## src/rtl/pipeline_pkg.sv

```systemverilog
// rtl/pipeline_pkg.sv - shared control-word layout, RegDst codes and ID/EX FSM states
package pipeline_pkg;

  localparam int CTRL_W         = 10;
  localparam int CTRL_REGWRITE  = 9;
  localparam int CTRL_MEMREAD   = 8;
  localparam int CTRL_MEMWRITE  = 7;
  localparam int CTRL_MEMTOREG  = 6;
  localparam int CTRL_ALUSRC    = 5;
  localparam int CTRL_REGDST_HI = 4;
  localparam int CTRL_REGDST_LO = 3;
  localparam int CTRL_ALUOP_HI  = 2;
  localparam int CTRL_ALUOP_LO  = 0;

  localparam logic [4:0] REG_ZERO = 5'd0;
  localparam logic [4:0] REG_RA   = 5'd31;

  typedef enum logic [1:0] {
    REGDST_RT     = 2'b00,
    REGDST_RD     = 2'b01,
    REGDST_RA     = 2'b10,
    REGDST_RT_ALT = 2'b11
  } regdst_e;

  typedef enum logic [1:0] {
    ST_RUN    = 2'b00,
    ST_HOLD   = 2'b01,
    ST_BUBBLE = 2'b10
  } id_ex_state_e;

endpackage

```

## src/rtl/load_use_detect.sv

```systemverilog
// rtl/load_use_detect.sv - EX destination decode and load-use hazard compare
module load_use_detect
  import pipeline_pkg::*;
(
  input  logic       i_ex_valid,
  input  logic       i_ex_regwrite,
  input  logic       i_ex_memread,
  input  logic [1:0] i_ex_regdst,
  input  logic [4:0] i_ex_rt,
  input  logic [4:0] i_ex_rd,
  input  logic       i_id_valid,
  input  logic [4:0] i_id_rs,
  input  logic [4:0] i_id_rt,
  input  logic       i_flush,
  output logic [4:0] o_ex_regdest,
  output logic       o_hazard,
  output logic       o_hazard_stall
);

  logic [4:0] w_dest;

  always_comb begin
    w_dest = i_ex_rt;
    case (regdst_e'(i_ex_regdst))
      REGDST_RD:     w_dest = i_ex_rd;
      REGDST_RA:     w_dest = REG_RA;
      default:       w_dest = i_ex_rt;
    endcase
  end

  assign o_ex_regdest = (i_ex_valid && i_ex_regwrite) ? w_dest : REG_ZERO;

  // RegDest is already zero for non-writing instructions, so RegWrite is implied here
  assign o_hazard = i_ex_valid && i_ex_memread && (o_ex_regdest != REG_ZERO) && i_id_valid &&
                    ((o_ex_regdest == i_id_rs) || (o_ex_regdest == i_id_rt));

  assign o_hazard_stall = o_hazard && !i_flush;

endmodule

```

## src/rtl/id_ex_stage.sv

```systemverilog
// rtl/id_ex_stage.sv - ID/EX pipeline register with flush, external hold and load-use bubble
module id_ex_stage
  import pipeline_pkg::*;
(
  input  logic              i_clk,
  input  logic              i_rst_n,
  input  logic              i_id_valid,
  input  logic [31:0]       i_id_instruction,
  input  logic [31:0]       i_id_pc_plus4,
  input  logic [31:0]       i_id_read_data1,
  input  logic [31:0]       i_id_read_data2,
  input  logic [31:0]       i_id_sign_ext,
  input  logic [CTRL_W-1:0] i_id_control,
  input  logic              i_flush,
  input  logic              i_ext_stall,
  output logic [31:0]       o_ex_instruction,
  output logic [31:0]       o_ex_pc_plus4,
  output logic [31:0]       o_ex_read_data1,
  output logic [31:0]       o_ex_read_data2,
  output logic [31:0]       o_ex_sign_ext,
  output logic [CTRL_W-1:0] o_ex_control,
  output logic              o_ex_valid,
  output logic [4:0]        o_ex_regdest,
  output logic              o_hazard_stall,
  output logic [15:0]       o_stall_count
);

  id_ex_state_e r_state, w_state_nxt;

  logic [31:0]       r_ex_instruction, r_ex_pc_plus4, r_ex_read_data1, r_ex_read_data2, r_ex_sign_ext;
  logic [CTRL_W-1:0] r_ex_control;
  logic              r_ex_valid;
  logic [15:0]       r_stall_count;
  logic              w_hazard, w_hazard_stall;

  load_use_detect u_load_use_detect (
    .i_ex_valid     (r_ex_valid),
    .i_ex_regwrite  (r_ex_control[CTRL_REGWRITE]),
    .i_ex_memread   (r_ex_control[CTRL_MEMREAD]),
    .i_ex_regdst    (r_ex_control[CTRL_REGDST_HI:CTRL_REGDST_LO]),
    .i_ex_rt        (r_ex_instruction[20:16]),
    .i_ex_rd        (r_ex_instruction[15:11]),
    .i_id_valid     (i_id_valid),
    .i_id_rs        (i_id_instruction[25:21]),
    .i_id_rt        (i_id_instruction[20:16]),
    .i_flush        (i_flush),
    .o_ex_regdest   (o_ex_regdest),
    .o_hazard       (w_hazard),
    .o_hazard_stall (w_hazard_stall)
  );

  // The next state also selects this edge's register action: HOLD keeps, BUBBLE kills control
  always_comb begin
    w_state_nxt = ST_RUN;
    if (i_flush) begin
      w_state_nxt = ST_RUN;
    end else begin
      case (r_state)
        ST_RUN, ST_HOLD: begin
          if (i_ext_stall)   w_state_nxt = ST_HOLD;
          else if (w_hazard) w_state_nxt = ST_BUBBLE;
          else               w_state_nxt = ST_RUN;
        end
        ST_BUBBLE: begin
          if (i_ext_stall)   w_state_nxt = ST_HOLD;
          else               w_state_nxt = ST_RUN;
        end
        default:             w_state_nxt = ST_RUN;
      endcase
    end
  end

  always_ff @(posedge i_clk or negedge i_rst_n) begin
    if (!i_rst_n) begin
      r_state <= ST_RUN;
    end else begin
      r_state <= w_state_nxt;
    end
  end

  always_ff @(posedge i_clk or negedge i_rst_n) begin
    if (!i_rst_n) begin
      r_ex_valid       <= 1'b0;
      r_ex_control     <= '0;
      r_ex_instruction <= '0;
      r_ex_pc_plus4    <= '0;
      r_ex_read_data1  <= '0;
      r_ex_read_data2  <= '0;
      r_ex_sign_ext    <= '0;
    end else if (i_flush) begin
      r_ex_valid       <= 1'b0;
      r_ex_control     <= '0;
      r_ex_instruction <= '0;
      r_ex_pc_plus4    <= '0;
      r_ex_read_data1  <= '0;
      r_ex_read_data2  <= '0;
      r_ex_sign_ext    <= '0;
    end else if (w_state_nxt != ST_HOLD) begin
      if (w_state_nxt == ST_BUBBLE) begin
        r_ex_valid   <= 1'b0;
        r_ex_control <= '0;
      end else begin
        r_ex_valid   <= i_id_valid;
        r_ex_control <= i_id_valid ? i_id_control : '0;
      end
      r_ex_instruction <= i_id_instruction;
      r_ex_pc_plus4    <= i_id_pc_plus4;
      r_ex_read_data1  <= i_id_read_data1;
      r_ex_read_data2  <= i_id_read_data2;
      r_ex_sign_ext    <= i_id_sign_ext;
    end
  end

  always_ff @(posedge i_clk or negedge i_rst_n) begin
    if (!i_rst_n) begin
      r_stall_count <= '0;
    end else if (w_hazard_stall && (r_stall_count != 16'hFFFF)) begin
      r_stall_count <= r_stall_count + 16'd1;
    end
  end

  assign o_ex_instruction = r_ex_instruction;
  assign o_ex_pc_plus4    = r_ex_pc_plus4;
  assign o_ex_read_data1  = r_ex_read_data1;
  assign o_ex_read_data2  = r_ex_read_data2;
  assign o_ex_sign_ext    = r_ex_sign_ext;
  assign o_ex_control     = r_ex_control;
  assign o_ex_valid       = r_ex_valid;
  assign o_hazard_stall   = w_hazard_stall;
  assign o_stall_count    = r_stall_count;

endmodule

```

## config.mk

```make
export PLATFORM = sky130hd
export DESIGN_NAME = id_ex_stage
export DESIGN_NICKNAME = d
export VERILOG_FILES = /design/src/rtl/pipeline_pkg.sv /design/src/rtl/load_use_detect.sv /design/src/rtl/id_ex_stage.sv
export SDC_FILE = /design/constraint.sdc
export NUM_CORES = 1
export LEC_CHECK = 0
export CAP_MARGIN = 20
export CORE_ASPECT_RATIO = 0.7
export CORE_MARGIN = 3
export CORE_UTILIZATION = 35
export CTS_CLUSTER_DIAMETER = 50
export DETAILED_ROUTE_END_ITERATION = 8
export PLACE_DENSITY = 0.71
export SLEW_MARGIN = 20
export SYNTH_ARGS = -nofsm -noshare
export SYNTH_HDL_FRONTEND = slang
export SYNTH_SLANG_ARGS = --single-unit
export TNS_END_PERCENT = 30
```

## constraint.sdc

```tcl
create_clock -name i_clk -period 2.9 [get_ports i_clk]
set_input_delay 0.58 -clock i_clk [delete_from_list [all_inputs] [get_ports i_clk]]
set_output_delay 0.58 -clock i_clk [all_outputs]
set_load 0.02 [all_outputs]
```

=== Word-level counts from Yosys, hierarchy flattened ===
Cells that the tools add are included.

* Register bits: 189
* Logic and storage cells: 56

* Equality and inequality tests: 9
* $add $sub $neg: 1
* Mux-type cells: 24
* Reduce and logical (&&, ||, !) cells: 13

{| class="wikitable"
|+ Operator list
! cell !! count
|-
| $mux W32 || 10
|-
| $mux W10 || 4
|-
| $add A16 B1 Y16 const B || 1
|-
| $ne A16 B16 Y1 const B || 1
|-
| $eq A5 B5 Y1 || 2
|-
| $pmux W5 S2 || 1
|-
| $logic_and A1 B1 Y1 || 7
|-
| $eq A2 B2 Y1 const B || 3
|-
| $mux W2 || 3
|-
| $mux W5 || 1
|-
| $reduce_bool A5 Y1 || 1
|-
| $eq A2 B1 Y1 const B || 2
|-
| $mux W1 || 4
|-
| $pmux W2 S2 || 1
|-
| $logic_not A2 Y1 || 1
|-
| $ne A2 B1 Y1 const B || 1
|-
| $reduce_bool A2 Y1 || 1
|-
| $reduce_or A2 Y1 || 1
|-
| $logic_not A1 Y1 || 1
|-
| $logic_or A1 B1 Y1 || 1
|}

=== Depth between registers and ports, before layout ===
Gate-level depths: netlist of run 1.

* Depth in word-level cells: 15
* Mapped depth: 10
* Mapped depth without buffers: 8

=== Hierarchy ===
From an unflattened synthesis of run 1, not the netlist that was laid out.

* Cells, all modules: 840
* Area, all modules: 8398.1 um^2

{| class="wikitable"
|+ Modules (own cells, without submodules)
! module !! area an instance (um^2) !! instances !! cells an instance
|-
| id_ex_stage || 7991.4 || 1 || 793
|-
| load_use_detect || 406.6 || 1 || 47
|}

=== Least setup slack after synthesis of run 1 ===
Ideal clock, no wire load.

* Kind: register to output
* Start: register r_ex_control[3] (netlist: o_ex_control[3])
* End: output o_hazard_stall
* Path buffers: 2
* Data arrival time: 2914 ps
* Stages on the path, launching flop included: 10
* Slack: -594 ps
* Cell sequence: dfrtp_1 inv_1 ha_1 buf_6 nor2b_1 nor3_1 xnor2_1 nand4_2 buf_2 a21oi_1

* Longest elaborated chain between the ends: 8

{| class="wikitable"
|+ RTL lines
! what !! RTL line !! source
|-
| start, declared || id_ex_stage.sv:31 || <nowiki>logic [CTRL_W-1:0] r_ex_control;</nowiki>
|-
| start signal, assigned || id_ex_stage.sv:104 || <nowiki>r_ex_control <= i_id_valid ? i_id_control : '0;</nowiki>
|-
| $eq A2 B2 Y1 or $eq A2 B1 Y1 (tied branches) || load_use_detect.sv:24 || <nowiki>case (regdst_e'(i_ex_regdst))</nowiki>
|-
| $pmux W5 S2 (*) || load_use_detect.sv:24 ||
|-
| $mux W5 (*) || load_use_detect.sv:31 || <nowiki>assign o_ex_regdest = (i_ex_valid && i_ex_regwrite) ? w_dest : REG_ZERO;</nowiki>
|-
| net o_ex_regdest[4] || id_ex_stage.sv:23 || <nowiki>output logic [4:0] o_ex_regdest,</nowiki>
|-
| $reduce_bool A5 Y1 || load_use_detect.sv:34 || <nowiki>assign o_hazard = i_ex_valid && i_ex_memread && (o_ex_regdest != REG_ZERO) && i_id_valid &&</nowiki>
|-
| $logic_and A1 B1 Y1 (2 in a row) || load_use_detect.sv:34 ||
|-
| $logic_and A1 B1 Y1 (*) || load_use_detect.sv:34 ||
|-
| $logic_and A1 B1 Y1 (*) || load_use_detect.sv:37 || <nowiki>assign o_hazard_stall = o_hazard && !i_flush;</nowiki>
|-
| end, declared || id_ex_stage.sv:24 || <nowiki>output logic o_hazard_stall,</nowiki>
|}

Mark *: on every way through the listed nets, which the timed path passes. The rest lies on a longest branch.

=== Worst setup path in the final report of run 1 ===
* Start: register r_ex_control[3] (netlist: o_ex_control[3])
* End: output o_hazard_stall

* Longest elaborated chain between the ends: 8

{| class="wikitable"
|+ RTL lines
! what !! RTL line
|-
| $eq A2 B2 Y1 or $eq A2 B1 Y1 (tied branches) || load_use_detect.sv:24
|-
| $pmux W5 S2 (*) || load_use_detect.sv:24
|-
| $mux W5 (*) || load_use_detect.sv:31
|-
| $reduce_bool A5 Y1 || load_use_detect.sv:34
|-
| $logic_and A1 B1 Y1 (2 in a row) || load_use_detect.sv:34
|-
| $logic_and A1 B1 Y1 (*) || load_use_detect.sv:34
|-
| $logic_and A1 B1 Y1 (*) || load_use_detect.sv:37
|}

Mark *: on every way between the ends. The rest lies on a longest branch, timed or not.

==> run summary, run 1 <==
The analysis attributes to cell leakage a power of 6.08 nW. The maximum number of pins on one net before global-route repair is 106, and the top achievable clock speed is 325 MHz. TritonCTS built the clock tree.

For the clock network power share, the log shows 0.338. The global placer's final weighted congestion is 0.838, and the final layout net count is 1417. The total via count in the routed design came out at 7539. The run gives 0 as the remaining antenna violation count after routing.

The synthesized design spends more area on one cell type than any other, namely dfrtp_1. Predominant post-synthesis flop cell: dfrtp_1. The clock period minus final worst setup slack works out to 3.08 ns. The floorplan step set the die width to 192 µm. For the number of nets in the synthesized netlist, the log shows 1048. For this block, the initial DRC count from the detailed router was 397. Average cell area after synthesis: 9.69 µm².

The logs give 23100 µm² for the core box area and 4.58 mW for the internal power contribution. The switching share of total power came out at 0.284. In the final layout, flip-flops and latches occupy 4730 µm². The power per unit of standard cell area works out to 480 nW/µm². The library cell used most frequently in the layout, excluding fill and tap cells, is clkdlybuf4s50_1. The global routing usage on met3 is 0.0753.

Summed over all layers, the routed wires come to 27.9 mm. The fraction of final layout cells with drive strength greater than 1 works out to 0.0950. The run gives 0 as the number of inserted diodes. IR analysis of the VDD net gives a maximum drop of 0.360 mV. Clock tree synthesis selected as its root buffer the cell clkbuf_16.

The tools report the hold buffer count at CTS as 0. Synthesis produced a netlist whose cell count is 870. The logs give -0.178 ns for the worst setup margin and 0.211 for the total routing resource utilization after global routing. The number of global-route vias before repair came out at 7449. The tools report the endpoint required time on the critical path as 2.32 ns. After clock tree synthesis, the clock-pin slew on the worst setup and hold paths is 0.07 ns. After filler insertion, the fill cell instance count of the layout stands at 2017. The tools report the clock latency at the later pin of the worst-skew pair as 0.43 ns.

The critical path goes through inv_2 -> ha_4 -> buf_8 -> a211oi_4 -> nor3_4 -> or4_4 -> o21ai_4 -> a21oi_4 -> buf_6. The floorplan step defined a die boundary enclosing 26000 µm². Among all stages on the critical path, the largest delay is contributed by or4_4. The area of the multi-input gates is 3530 µm², and the total number of yosys warnings is 0. The number of buffers between clock root and the deepest sink was 2.

For this run, design rule violations remaining after detail routing come to 0. The synthesized netlist contains 43 unique library cells. STA classifies the critical path endpoint as an output port. Ranked by total cell area, the synthesized netlist is headed by dfrtp_1, nand2_1, nand3b_1. The top cell types in the final layout, fill and taps aside, are clkdlybuf4s50_1, nand2_1, dfrtp_1. The first TritonRoute pass finished after 4 iterations.

The combinational cell fraction of total power is 0.209, and the number of antenna violations at the first check in global routing is 0. The tools report the met2 track utilization from global routing as 0.329. The cell family contributing the most delay on the critical path is simple AND/OR/NAND/NOR gates. The final global-route overflow total came out at 0. The run gives 368 as the number of primary I/O pins. The met1 usage was 0.285. Setup repair after global routing could not meet its margin everywhere. For this design, the sink count on the clock tree is 189.

For the summed negative setup slack over all endpoints, the log shows -0.178 ns. Of all nets on the critical path, the largest fanout is 5. Dividing the detail-routed wire length by the instance count gives 17.8 µm. At the pin with the least slew margin, the transition time is 0.838 ns.

Startpoint type of the worst setup path: a flop. The number of maximum-capacitance violations was 0. The min-delay analysis places its worst path in the category primary input to async pin.

Total buffers and inverters traversed by the critical path: 3. The flow ran to the end, but the final reports show violations. Counting flops with a built-in enable in the synthesized netlist gives 0.

After detailed routing, the number of vias per cell comes to 4.82. The relative contribution of sequential cells to total power is 0.454. The checks that failed: negative setup slack.

The share of flip-flops with an asynchronous set or reset after synthesis was 1.00. The first global-routing pass estimated 42.9 mm of wire. The logs give 0 for the number of hold violations in the final report and 6.40 mW for the total chip power.

The CTS H-tree depth was 4; the peak per-stage delay on the critical path was 0.53 ns. The final number of setup-violating endpoints came out at 1. Final cycle utilization of the critical path: 1.06. The global routing stage identified its most utilized layer as met2. Clock skew: 0.0118 ns. Once detailed placement completed, the half-perimeter wirelength came to 19.6 mm.

The tools report the final number of max-transition violations as 0. The number of rows in the core area is 46, and the synthesized area is 8430 µm². The number of clock buffers added by TritonCTS is 17. Worst path arrival time: 2.50 ns. Layout overhead on the synthesized area: 58.2%. The die span in y works out to 136 µm. Buffers placed on the I/O ports in this run total 367. The proportion of netlist area held by the largest area contributor is 0.561.

By startpoint and endpoint, the worst setup path is classified as flop to output port. The worst relative slew slack is 0.441, and the proportion of synthesized chip area in sequential cells is 0.561. The starting density of the core was 0.364. Synthesis inferred 189 register bits. The net switching power of the design came out at 1.82 mW.
## Yosys cell counts (2+ instances only)
master     count
a2111oi_2      3
a211oi_1       2
a211oi_2      11
a21oi_1        3
a221oi_2       2
a31oi_1        2
and2_1         2
and3_1         3
buf_1          5
buf_2          3
buf_4          3
buf_6          2
clkbuf_1      50
dfrtp_1      189
ha_1           3
inv_1          8
mux2_2         3
nand2_1      332
nand2b_1       3
nand3_1       17
nand3b_1     159
nand4_1        2
nand4_2        2
nor2_1         3
nor2b_1        4
nor3_1         3
nor4_1         4
nor4b_2        2
o21ai_0        4
o21ai_1        7
o22ai_1        2
o31ai_1        4
xnor2_1        7
xor2_1        12
## worst paths after layout
kind	endpoint	slack, ns	depth (start not counted)	from
max in group asynchronous	o_ex_read_data1[25]	2.00	2	i_rst_n
worst max-delay path	o_hazard_stall	-0.18	9	o_ex_control[3]
worst min register to register	o_ex_read_data1[4]	0.46	2	o_ex_read_data1[4]
min in group i_clk	o_ex_read_data1[4]	0.46	2	o_ex_read_data1[4]
worst max register to register	o_ex_control[3]	0.09	11	o_ex_control[3]
worst min-delay path	o_ex_instruction[20]	0.12	1	i_rst_n
## kinds of logic (layout without fill, tap and decap cells)
logic type / count (synthesis) / count (layout) / synth area share
simple gates: 539 / 539 / 0.326
flops: 189 / 189 / 0.561
buf+inv: 72 / 454 / 0.0356
compound gates: 45 / 45 / 0.0497
xor+xnor: 19 / 19 / 0.0197
fa+ha+maj: 3 / 3 / 0.00445
mux: 3 / 3 / 0.00401
## routing by layer
metal  routed length [µm]  vias to the layer above
li1                     -                     3613
met1                12300                     3653
met2                12800                      254
met3                 2500                       19
met4                  274                        0
met5                    0                        -
## flip-flops by register name, indices dropped and copies added (netlist names)
| name | cells |
|---|---|
| o_ex_valid | 1 |
| o_ex_read_data1 | 32 |
| o_ex_instruction | 32 |
| r_state | 2 |
| o_ex_sign_ext | 32 |
| o_stall_count | 16 |
| o_ex_control | 10 |
| o_ex_read_data2 | 32 |
| o_ex_pc_plus4 | 32 |
## through the flow
stage                     setup WS, ns   util  std cells  instance area [µm²]  hold WS [ns]
after detailed placement        -0.380  0.549       1527                12700         0.454
after global routing            -0.254  0.577       1564                13300         0.140
final                           -0.178  0.577       1564                13300         0.116
after CTS                       -0.211  0.576       1563                13300         0.122
after floorplan                0.00837      -        870                 8500         0.284
after global placement          -0.305  0.549       1527                12700         0.449
## repair_timing
item | in CTS | in global routing
resized for setup | 26 | 4
buffers inserted | 5 | 2
pin swaps | 10 | 7
endpoints found under the setup margin | 29 | 15
hold endpoints to repair | 0 | 0
## power by group through the flow
stage | combinational, mW | sequential, mW | clock, mW
after floorplan | 0.321 | 3.15 | 0
after global placement | 1.32 | 2.94 | 0
after detailed placement | 1.32 | 2.95 | 0
after CTS | 1.35 | 2.90 | 2.23
after global routing | 1.43 | 2.92 | 2.36
final | 1.34 | 2.90 | 2.16
## area by class of cell
cell class	count	share of cell area
Clock buffer	20	0.0327
Clock inverter	12	0.00656
Inverter	9	0.00272
Multi-Input combinational cell	609	0.265
Sequential cell	189	0.355
Tap cell	312	0.0293
Timing Repair Buffer	413	0.309
Note: power is estimated with default switching activity, not from simulation.
==> run 2: changes to the inputs <==
Settings changed: SKIP_LAST_GASP set to 1.
==> run 2 against run 1 <==
Net effect: the run still ends with negative setup slack left; maximum frequency fell by 0.68%; cell area is essentially flat; sequential cell count is the same; count of clock-buffer cells in the layout unchanged; largest cell class unchanged.
==> run summary, run 2 (synthesis results as in run 1) <==
The run gives 0 (unchanged) as the final global-route overflow total. The tools report the number of detailed-route iterations in the first pass as 4 (unchanged). The critical path goes through inv_2 -> ha_4 -> buf_6 -> a211oi_4 -> nor3_4 -> or4_4 -> o21ai_4 -> a21oi_4 -> buf_4. The worst setup timing slack at the placement stage is -0.380 ns (unchanged). The peak per-stage delay on the critical path was 0.53 ns (about the same).

The start of the worst register-to-register path is o_ex_control[3]. The endpoint required time on the critical path was 2.32 ns (about the same). The critical path is of the flop to output port type.

STA classifies the critical path startpoint as a flop. In this run the critical register-to-register path is captured at o_ex_control[9]. The logs give 13300 µm² (about the same) for the final instance area and 106 (unchanged) for the maximum number of pins on one net before global-route repair. Setup repair after global routing could not meet its margin everywhere. Die span in y: 136 µm (unchanged). Clock latency at the later pin of the worst-skew pair: 0.43 ns (about the same). For the number of fillers in the final layout, the log shows 2020 (+0.15%). Clock sink total: 189 (unchanged). The worst-path maximum fanout was 5 (unchanged). The run finished, with violations left. The final layout net count came out at 1417 (unchanged). The logs give 323 MHz (-0.68%) for the top achievable clock speed and 27.9 mm (+0.14%) for the total routed wirelength.

The logs give 6.40 mW (about the same) for the total chip power and 400 (+0.76%) for the starting DRC count in detailed routing. The highest metal layer with signal wires was met4. Following the worst setup path forward leads to its endpoint at o_hazard_stall. The tools report the number of rows in the core area as 46 (unchanged). Total buffers and inverters traversed by the critical path: 3 (unchanged). The maximum VDD drop was 0.361 mV (+0.15%); the slew at the pin closest to its max-slew limit was 0.838 ns (+0.00000429 ns). The count of input and output buffers came out at 367 (unchanged).

The final number of setup-violating endpoints is 1 (unchanged). The run gives 7535 (-0.053%) as the total via count in the routed design. The first-pass GRT wire length was 42.9 mm (unchanged); the final routed wire length divided by cell count was 17.9 µm (+0.14%). The run gives 6.08 nW (about the same) as the reported leakage power.

The top cell types in the final layout, fill and taps aside, are clkdlybuf4s50_1, nand2_1, dfrtp_1. The power per unit of standard cell area works out to 480 nW/µm² (about the same). The checks that failed: negative setup slack.

The cell sitting at the root of the clock tree is a clkbuf_16. The number of maximum-capacitance violations was 0 (unchanged). Number of inserted diodes: 0 (unchanged).

The clock-pin slew reported for the worst setup and hold paths after clock tree synthesis works out to 0.07 ns (about the same). For the worst relative slew slack, the log shows 0.441 (about the same). TritonCTS built the clock tree. Gate family responsible for the most delay along the worst path: simple AND/OR/NAND/NOR gates. The run gives 0 (unchanged) as the remaining antenna violation count after routing.

The sum of met2 wire segment lengths after detailed routing is 12.9 mm (+0.11%). The global placer's final weighted congestion came out at 0.838 (unchanged). The path class of the tightest hold or removal check is primary input to async pin. For the clock skew, the log shows 0.0119 ns (+0.000129 ns). For the total die area, the log shows 26000 µm² (unchanged).

The final number of max-transition violations is 0 (unchanged), and the routed via count divided by cell count is 4.82 (about the same). The tools report the standard cell area after detailed placement as 12700 µm² (unchanged). The tools report the number of antenna violations at the first check in global routing as 0 (unchanged). STA classifies the critical path endpoint as an output port. The routed length on met1 came out at 12.4 mm (+0.56%).

The worst setup margin came out at -0.199 ns (-0.0212 ns). Commonest non-fill, non-tap cell in the layout: clkdlybuf4s50_1. The number of primary I/O pins is 368 (unchanged). The logs give 23100 µm² (unchanged) for the core box area and 0 (unchanged) for the hold buffer count at CTS. The clock period minus final worst setup slack works out to 3.10 ns (+0.0212 ns). The number of cells on the worst reg-to-reg path works out to 11 (unchanged). The tools report the starting density of the core as 0.364 (unchanged). The logs give 0.211 (unchanged) for the total routing resource utilization after global routing and 0.09 ns (about the same) for the worst setup slack for register-to-register paths. The post-detailed-route DRC marker count was 0 (unchanged); the final cycle utilization of the critical path was 1.07 (+0.00730).

The tools report the number of buffers between clock root and the deepest sink as 2 (unchanged). Summed negative setup slack over all endpoints: -0.199 ns (-0.0212 ns). The number of hold violations in the final report was 0 (unchanged); the number of global-route vias before repair was 7449 (unchanged).

The total clock buffers created by CTS came out at 17 (unchanged). Timing startpoint of the critical path: o_ex_control[3]. The cell at the slowest stage of the critical path is or4_4. The tools report the worst path arrival time as 2.52 ns (+0.02 ns). CTS H-tree depth: 4 (unchanged). The post-DP HPWL was 19.6 mm (unchanged); the width of the die was 192 µm (unchanged).

The wire length on met3 is 2.48 mm (-0.72%), and the logic depth of the worst path, buffers included is 9 (unchanged). The layout overhead on the synthesized area is 58.1% (about the same), and the fraction of final layout cells with drive strength greater than 1 is 0.0950 (unchanged).
run 2: cell count changes in the layout (fill, tap and decap cells not counted):
cell   delta
buf_8     -1
buf_4     +1
run 2: final cells by class:
type	instances	area (µm²)	share of cell area
Clock buffer	20	437	0.0327
Timing Repair Buffer	413	4120	0.309
Tap cell	312	390	0.0293
Clock inverter	12	87.6	0.00657
Multi-Input combinational cell	609	3530	0.265
Inverter	9	36.3	0.00272
Sequential cell	189	4730	0.355
run 2: metrics by stage:
step	cells	utilization	hold WS [ns]
floorplan	870	-	0.284
global placement	1527	0.549	0.449
detailed placement	1527	0.549	0.454
CTS	1563	0.576	0.122
global route	1564	0.576	0.140
finish	1564	0.576	0.115
run 2: where the power goes:
part           internal, mW  total [mW]  switching [mW]  leakage, nW
sequential             2.80        2.90           0.101         2.46
combinational         0.674        1.33           0.661         3.37
clock                  1.10        2.16            1.06        0.244
run 2: worst min path at each step:
| stage | slack (ns) | endpoint | startpoint |
|---|---|---|---|
| after floorplan | 0.28 | o_ex_control[0] | i_rst_n |
| after global placement | 0.45 | o_ex_instruction[29] | o_ex_instruction[29] |
| after detailed placement | 0.45 | o_ex_pc_plus4[30] | o_ex_pc_plus4[30] |
| after CTS | 0.12 | o_ex_instruction[20] | i_rst_n |
| after global routing | 0.14 | o_ex_instruction[20] | i_rst_n |
| final | 0.12 | o_ex_instruction[20] | i_rst_n |
run 2: repair_timing:
item	in CTS	in global routing
setup endpoints to repair	29	15
resized for setup	26	2
pin swaps	10	7
buffers inserted	5	2
run 2: layer usage:
layer  GRT usage  vias to the layer above
li1            -                     3615
met1       0.285                     3640
met2       0.329                      263
met3      0.0753                       17
met4      0.0436                        0
met5           0                        -
==> run 3: changes to the inputs <==
Settings changed: CORE_AREA set to 3 3 143 145, CORE_ASPECT_RATIO 0.7 to unset, CORE_MARGIN 3 to unset, CORE_UTILIZATION 35 to unset, DIE_AREA set to 0 0 146 148, DONT_BUFFER_PORTS set to 1, PLACE_DENSITY 0.71 to 0.6.
==> run 3 against run 2 <==
Net effect: the run ends with negative hold slack, negative setup slack left; critical path depth decreased by 1; sequential cell count unchanged; largest power group unchanged; core utilization decreased by 7.8 points; global-route usage decreased by 0.57 points; clock skew increased by 0.0047 ns; sequential power increased by 9.0%; die area decreased by 17%; highest routed layer unchanged; first-iteration DRC count decreased by 18%.
==> run summary, run 3 (synthesis results as in run 1) <==
The top achievable clock speed was 326 MHz (+0.96%); the number of antenna violations at the first check in global routing was 1 (+1). The top cell types in the final layout, fill and taps aside, are nand2_1, dfrtp_1, nand3b_1. The number of buffers between clock root and the deepest sink was 2 (unchanged).

The total chip power is 5.90 mW (-7.8%), and the clock sink total is 189 (unchanged). The maximum VDD drop was 0.331 mV (-8.2%). For the number of global-route vias before repair, the log shows 5873 (-21%).

The final number of setup-violating endpoints is 1 (unchanged). The run finished, with violations left. Setup repair after global routing could not meet its margin everywhere. For the standard cell area after detailed placement, the log shows 8800 µm² (-31%). Kind of path behind the tightest hold check: primary input to async pin. The run gives 1775 (-12%) as the number of fillers in the final layout.

The worst-path maximum fanout came out at 5 (unchanged). The setup path with the least slack is of type flop to output port. The clock latency at the later pin of the worst-skew pair was 0.43 ns (about the same). Worst setup timing slack at the placement stage: 0.0173 ns (+0.397 ns). The die span in y was 148 µm (+8.9%); the routed via count divided by cell count was 5.23 (+8.6%).

STA classifies the critical path endpoint as an output port. The reported leakage power was 4.69 nW (-23%). The final cycle utilization of the critical path came out at 1.06 (-0.0101). The final number of max-transition violations came out at 0 (unchanged). The width of the die works out to 146 µm (-24%). TritonCTS built the clock tree. The number of primary I/O pins came out at 368 (unchanged).

Leaving out fill and tap cells, the most frequent cell in the layout is nand2_1. Combinational cell fraction of total power: 0.070 (-0.138). The logs give 0.0166 ns (+0.00468 ns) for the clock skew and 0.205 (-0.00574) for the total routing resource utilization after global routing.

The worst path arrival time is 2.49 ns (-0.03 ns). CTS H-tree depth: 4 (unchanged). The tools report the total die area as 21600 µm² (-17%). The global placer's final weighted congestion is 0.817 (-2.5%), and the final routed wire length divided by cell count is 20.0 µm (+12%). The fraction of final layout cells with drive strength greater than 1 was 0.132 (+0.0374); the worst relative slew slack was 0.420 (-0.0210). Utilization of the core after routing: 0.498 (-0.0784). The run gives 0 (unchanged) as the remaining antenna violation count after routing.

The run gives 0 (unchanged) as the number of maximum-capacitance violations. The switching share of total power came out at 0.291 (+0.00630). The layout overhead on the synthesized area works out to 14.2%. The tools report the worst-case hold slack as -0.159 ns (-0.274 ns).

The total via count in the routed design was 5975 (-21%). Starting DRC count in detailed routing: 327 (-18%). The worst setup margin is -0.170 ns (+0.0293 ns), and the net switching power of the design is 1.72 mW (-5.8%). The total routed wirelength was 22.8 mm (-18%); the total clock buffers created by CTS was 17 (unchanged). The tools report the first-pass GRT wire length as 35.3 mm (-18%). The endpoint required time on the critical path is 2.32 ns (about the same). The tools report the startpoint type of the worst setup path as a flop.

The number of rows in the core area is 51 (+11%), and the clock-pin slew reported for the worst setup and hold paths after clock tree synthesis is 0.08 ns (about the same). The core box area was 19300 µm² (-16%); the clock period minus final worst setup slack was 3.07 ns (-0.0293 ns). The final instance area was 9630 µm² (-28%). The run gives 5 (+1) as the number of detailed-route iterations in the first pass. The relative contribution of sequential cells to total power is 0.535 (+0.081). The power per unit of standard cell area was 613 nW/µm² (+28%). The logs give 0.436 (+0.0717) for the starting density of the core and 189 (+189) for the number of hold violations in the final report. The post-detailed-route DRC marker count was 0 (unchanged). Final layout net count: 1041 (-27%). The count of input and output buffers was 0 (-100%).

The root buffer cell was clkbuf_16. The post-DP HPWL was 15.1 mm (-23%). The checks that failed: negative hold slack, negative setup slack. The internal power contribution is 4.19 mW (-8.6%), and the maximum number of pins on one net before global-route repair is 190 (+79%). The slew at the pin closest to its max-slew limit works out to 0.870 ns (+0.0315 ns). The clock network power share was 0.396 (+0.058). The final global-route overflow total came out at 0 (unchanged).
==> run 3: changes by cell type in the layout (fill, tap and decap cells not counted), moves of 4 or more <==
cell,previous run,this run
xnor2_2,0,5
clkdlybuf4s50_1,359,0
inv_8,0,4
buf_4,38,30
xnor2_1,7,2
dlygate4sd2_1,5,0
clkinvlp_4,5,1
==> run 3: power groups by stage <==
stage | registers, mW | logic (mW) | clock network, mW
after floorplan | 3.15 | 0.321 | 0
after global placement | 3.21 | 0.369 | 0
after detailed placement | 3.21 | 0.383 | 0
after CTS | 3.16 | 0.398 | 2.41
after global routing | 3.17 | 0.466 | 2.53
final | 3.16 | 0.411 | 2.34
==> run 3: cell type report <==
cell class              count  area, µm²  share of cell area
diodes                      1       2.50            0.000260
clock inverters            13        145              0.0151
inverters                   9       36.3             0.00377
flip-flops and latches    189       4730               0.492
multi-input cells         609       3580               0.372
clock buffers              19        453              0.0470
well taps                 265        332              0.0344
repair buffers             37        348              0.0361
==> run 3: final timing paths <==
path | cells past startpoint | start | endpoint | slack [ns]
hold reg to reg | 2 | o_ex_control[3] | o_ex_control[3] | 0.61
max in group asynchronous | 0 | i_rst_n | o_ex_control[4] | 2.58
setup / recovery | 8 | o_ex_control[4] | o_hazard_stall | -0.17
hold / removal | 0 | i_rst_n | o_ex_instruction[10] | -0.16
min in group i_clk | 2 | i_id_read_data2[27] | o_ex_read_data2[27] | 0.28
setup reg to reg | 10 | o_ex_control[4] | o_stall_count[14] | 0.09
==> run 3: critical path: stages (launching register included) <==
cell and delay (ns):
dfrtp_2 0.45, ha_4 0.33, buf_6 0.14, nor2_4 0.05, a221oi_4 0.38, xnor2_1 0.19, nand4_2 0.16, buf_12 0.17
a21oi_4 0.20
==> run 3: what timing repair did <==
action | CTS | global route
pin swaps | 11 | 18
setup buffers | 7 | 6
gates resized for setup | 13 | 14
setup endpoints to repair | 1 | 6
endpoints found under the hold margin | 189 | 189
==> run 3: metal layers <==
layer / share of wire / global-route usage
met4: 0.015 / 0.0475
met5: 0 / 0
met3: 0.095 / 0.0849
met1: 0.39 / 0.261
met2: 0.50 / 0.330
==> run 3: stage by stage <==
step           TNS [ns]  hold WS, ns  cells
3_5_place_dp          0        0.290   1096
6_report         -0.170       -0.159   1142
2_1_floorplan         0        0.284    870
4_1_cts          -0.156       -0.179   1135
5_1_grt          -0.440       -0.189   1142
3_3_place_gp          0        0.290   1096
==> patch (config.mk and constraints of run 3) <==
Reset style: synchronous (`i_rst_n`), changed in 3 clocked blocks.
--- a/src/rtl/id_ex_stage.sv
+++ b/src/rtl/id_ex_stage.sv
@@ -70,7 +70,7 @@
     end
   end
 
-  always_ff @(posedge i_clk or negedge i_rst_n) begin
+  always_ff @(posedge i_clk) begin
     if (!i_rst_n) begin
       r_state <= ST_RUN;
     end else begin
@@ -78,7 +78,7 @@
     end
   end
 
-  always_ff @(posedge i_clk or negedge i_rst_n) begin
+  always_ff @(posedge i_clk) begin
     if (!i_rst_n) begin
       r_ex_valid       <= 1'b0;
       r_ex_control     <= '0;
@@ -111,7 +111,7 @@
     end
   end
 
-  always_ff @(posedge i_clk or negedge i_rst_n) begin
+  always_ff @(posedge i_clk) begin
     if (!i_rst_n) begin
       r_stall_count <= '0;
     end else if (w_hazard_stall && (r_stall_count != 16'hFFFF)) begin
Behaviour: not the same (a bounded check fails within 4 cycles, from zero or initial values and one cycle with i_rst_n low; the reset may be asserted at any time).
==> patch against run 3 <==
- the flow finishes with violations (setup timing)
- count of clock-buffer cells in the layout is 1 lower
- setup slack worse by 0.0083 ns
- routed wire length is 12% lower
- power is 7.4% lower
- clock power is 3% lower
- sequential share of layout area is 2.7 points lower
- final cell count hardly changed
- design area is 15% lower
- sequential cell count stayed put
- area after synthesis is 17% lower
- hold slack better by 0.44 ns
==> patch: results (changes against run 3) <==
status finished, violations left (unchanged); failing checks setup timing (was hold timing, setup timing); layout cell share with drive strength beyond 1 11.1% (was 13.2%); top cells by count, synth nand2_1, dfxtp_1, a21oi_1, clkbuf_1 (was nand2_1, dfrtp_1, nand3b_1, clkbuf_1, nand3_1); placed inst area 7410 sq um (was 8800 sq um); Post-Synth Adder-Cell Area 0.538% (was 0.445%); ranking of synthesized cells by area dfxtp_1, nand2_1, a21oi_1, clkbuf_1, a21boi_1 (was dfrtp_1, nand2_1, nand3b_1, clkbuf_1, a211oi_2); Post-Place Setup Slack -0.0145 ns (was 0.0173 ns); DRT iter0 DRCs 285 (was 327); largest net degree at the start of global routing 85 (was 190); Ant. Diodes 0 (was 1); nonclk buf count 39 (was 37); fraction of area in multi-input gates 37.5% (was 37.2%); # resized after CTS 12 (was 13); vias in the first global route 5,489 (was 5,873); clock buffers 18 (was 19); Fillers 1,927 (was 1,775); final wirelength 20,200 um (was 22,800 um); Synth Area in Compound Gates 17.4% (was 4.97%); R2R cell count 13 (was 10); hpwl dp 14,300 um (was 15,100 um); Reg power frac 52.4% (was 53.5%); internal reg-to-reg setup slack 0 ns (was 0.09 ns); final worst slack -0.178 ns (was -0.170 ns); Post-synth ARST share 0% (was 100%); post-CTS setup buffer count 2 (was 7); multiplexer area fraction after synthesis 0% (was 0.401%); first-pass GRT wire length 30,700 um (was 35,300 um); nonclk inv count 7 (was 9); clock-cell share of area 7.07% (was 6.21%); internal power 3.95 mW (was 4.19 mW); Min-Delay Path Class in2reg (was in2async); Final setup viols 1 (unchanged); TNS Setup -0.178 ns (was -0.170 ns); Max Clock Skew 0.0145 ns (was 0.0166 ns); Worst Path Buf+Inv 3 (was 2); Via Count 5,812 (was 5,975); Max IR drop VDD 0.000350 V (was 0.000331 V); R2R Path Start o_ex_control[3] (was o_ex_control[4]); FFs & Latches 189 (unchanged); WHS 0.284 ns (was -0.159 ns); Critical-path top delay cell nor4_2 (was dfrtp_2); crit-path max FO 6 (was 5); Post-Synth XOR/XNOR Area 0.879% (was 1.97%)
[patch: cell types whose count changed after synthesis, moves of 6 or more]
cell / before / now
nand3_1: 17 / 10
xnor2_1: 7 / 1
dfxtp_1: 0 / 189
dfrtp_1: 189 / 0
a22o_1: 0 / 10
or3_1: 0 / 14
a21boi_1: 0 / 14
nand3b_1: 159 / 1
a21oi_1: 3 / 160
xor2_1: 12 / 6
a211oi_2: 11 / 1
[patch: routing by layer]
layer	GRT usage, %	part of all wire, %	up-vias	wire length [um]
li1	-	-	2868	-
met1	20.8	40	2670	8090
met2	28.8	48	248	9730
met3	7.73	10	26	2020
met4	5.27	1.8	0	355
met5	0	0	-	0
[patch: worst register-to-register path: stages (launching register included)]
cell and delay (ns):
dfxtp_2 0.35, inv_2 0.05, ha_4 0.27, buf_6 0.14
nor2b_2 0.17, or4_1 0.47, nand4b_1 0.13, nor4_2 0.07
o21a_2 0.24, buf_4 0.13, buf_4 0.13, a2111oi_2 0.28
buf_4 0.26, a22o_1 0.16
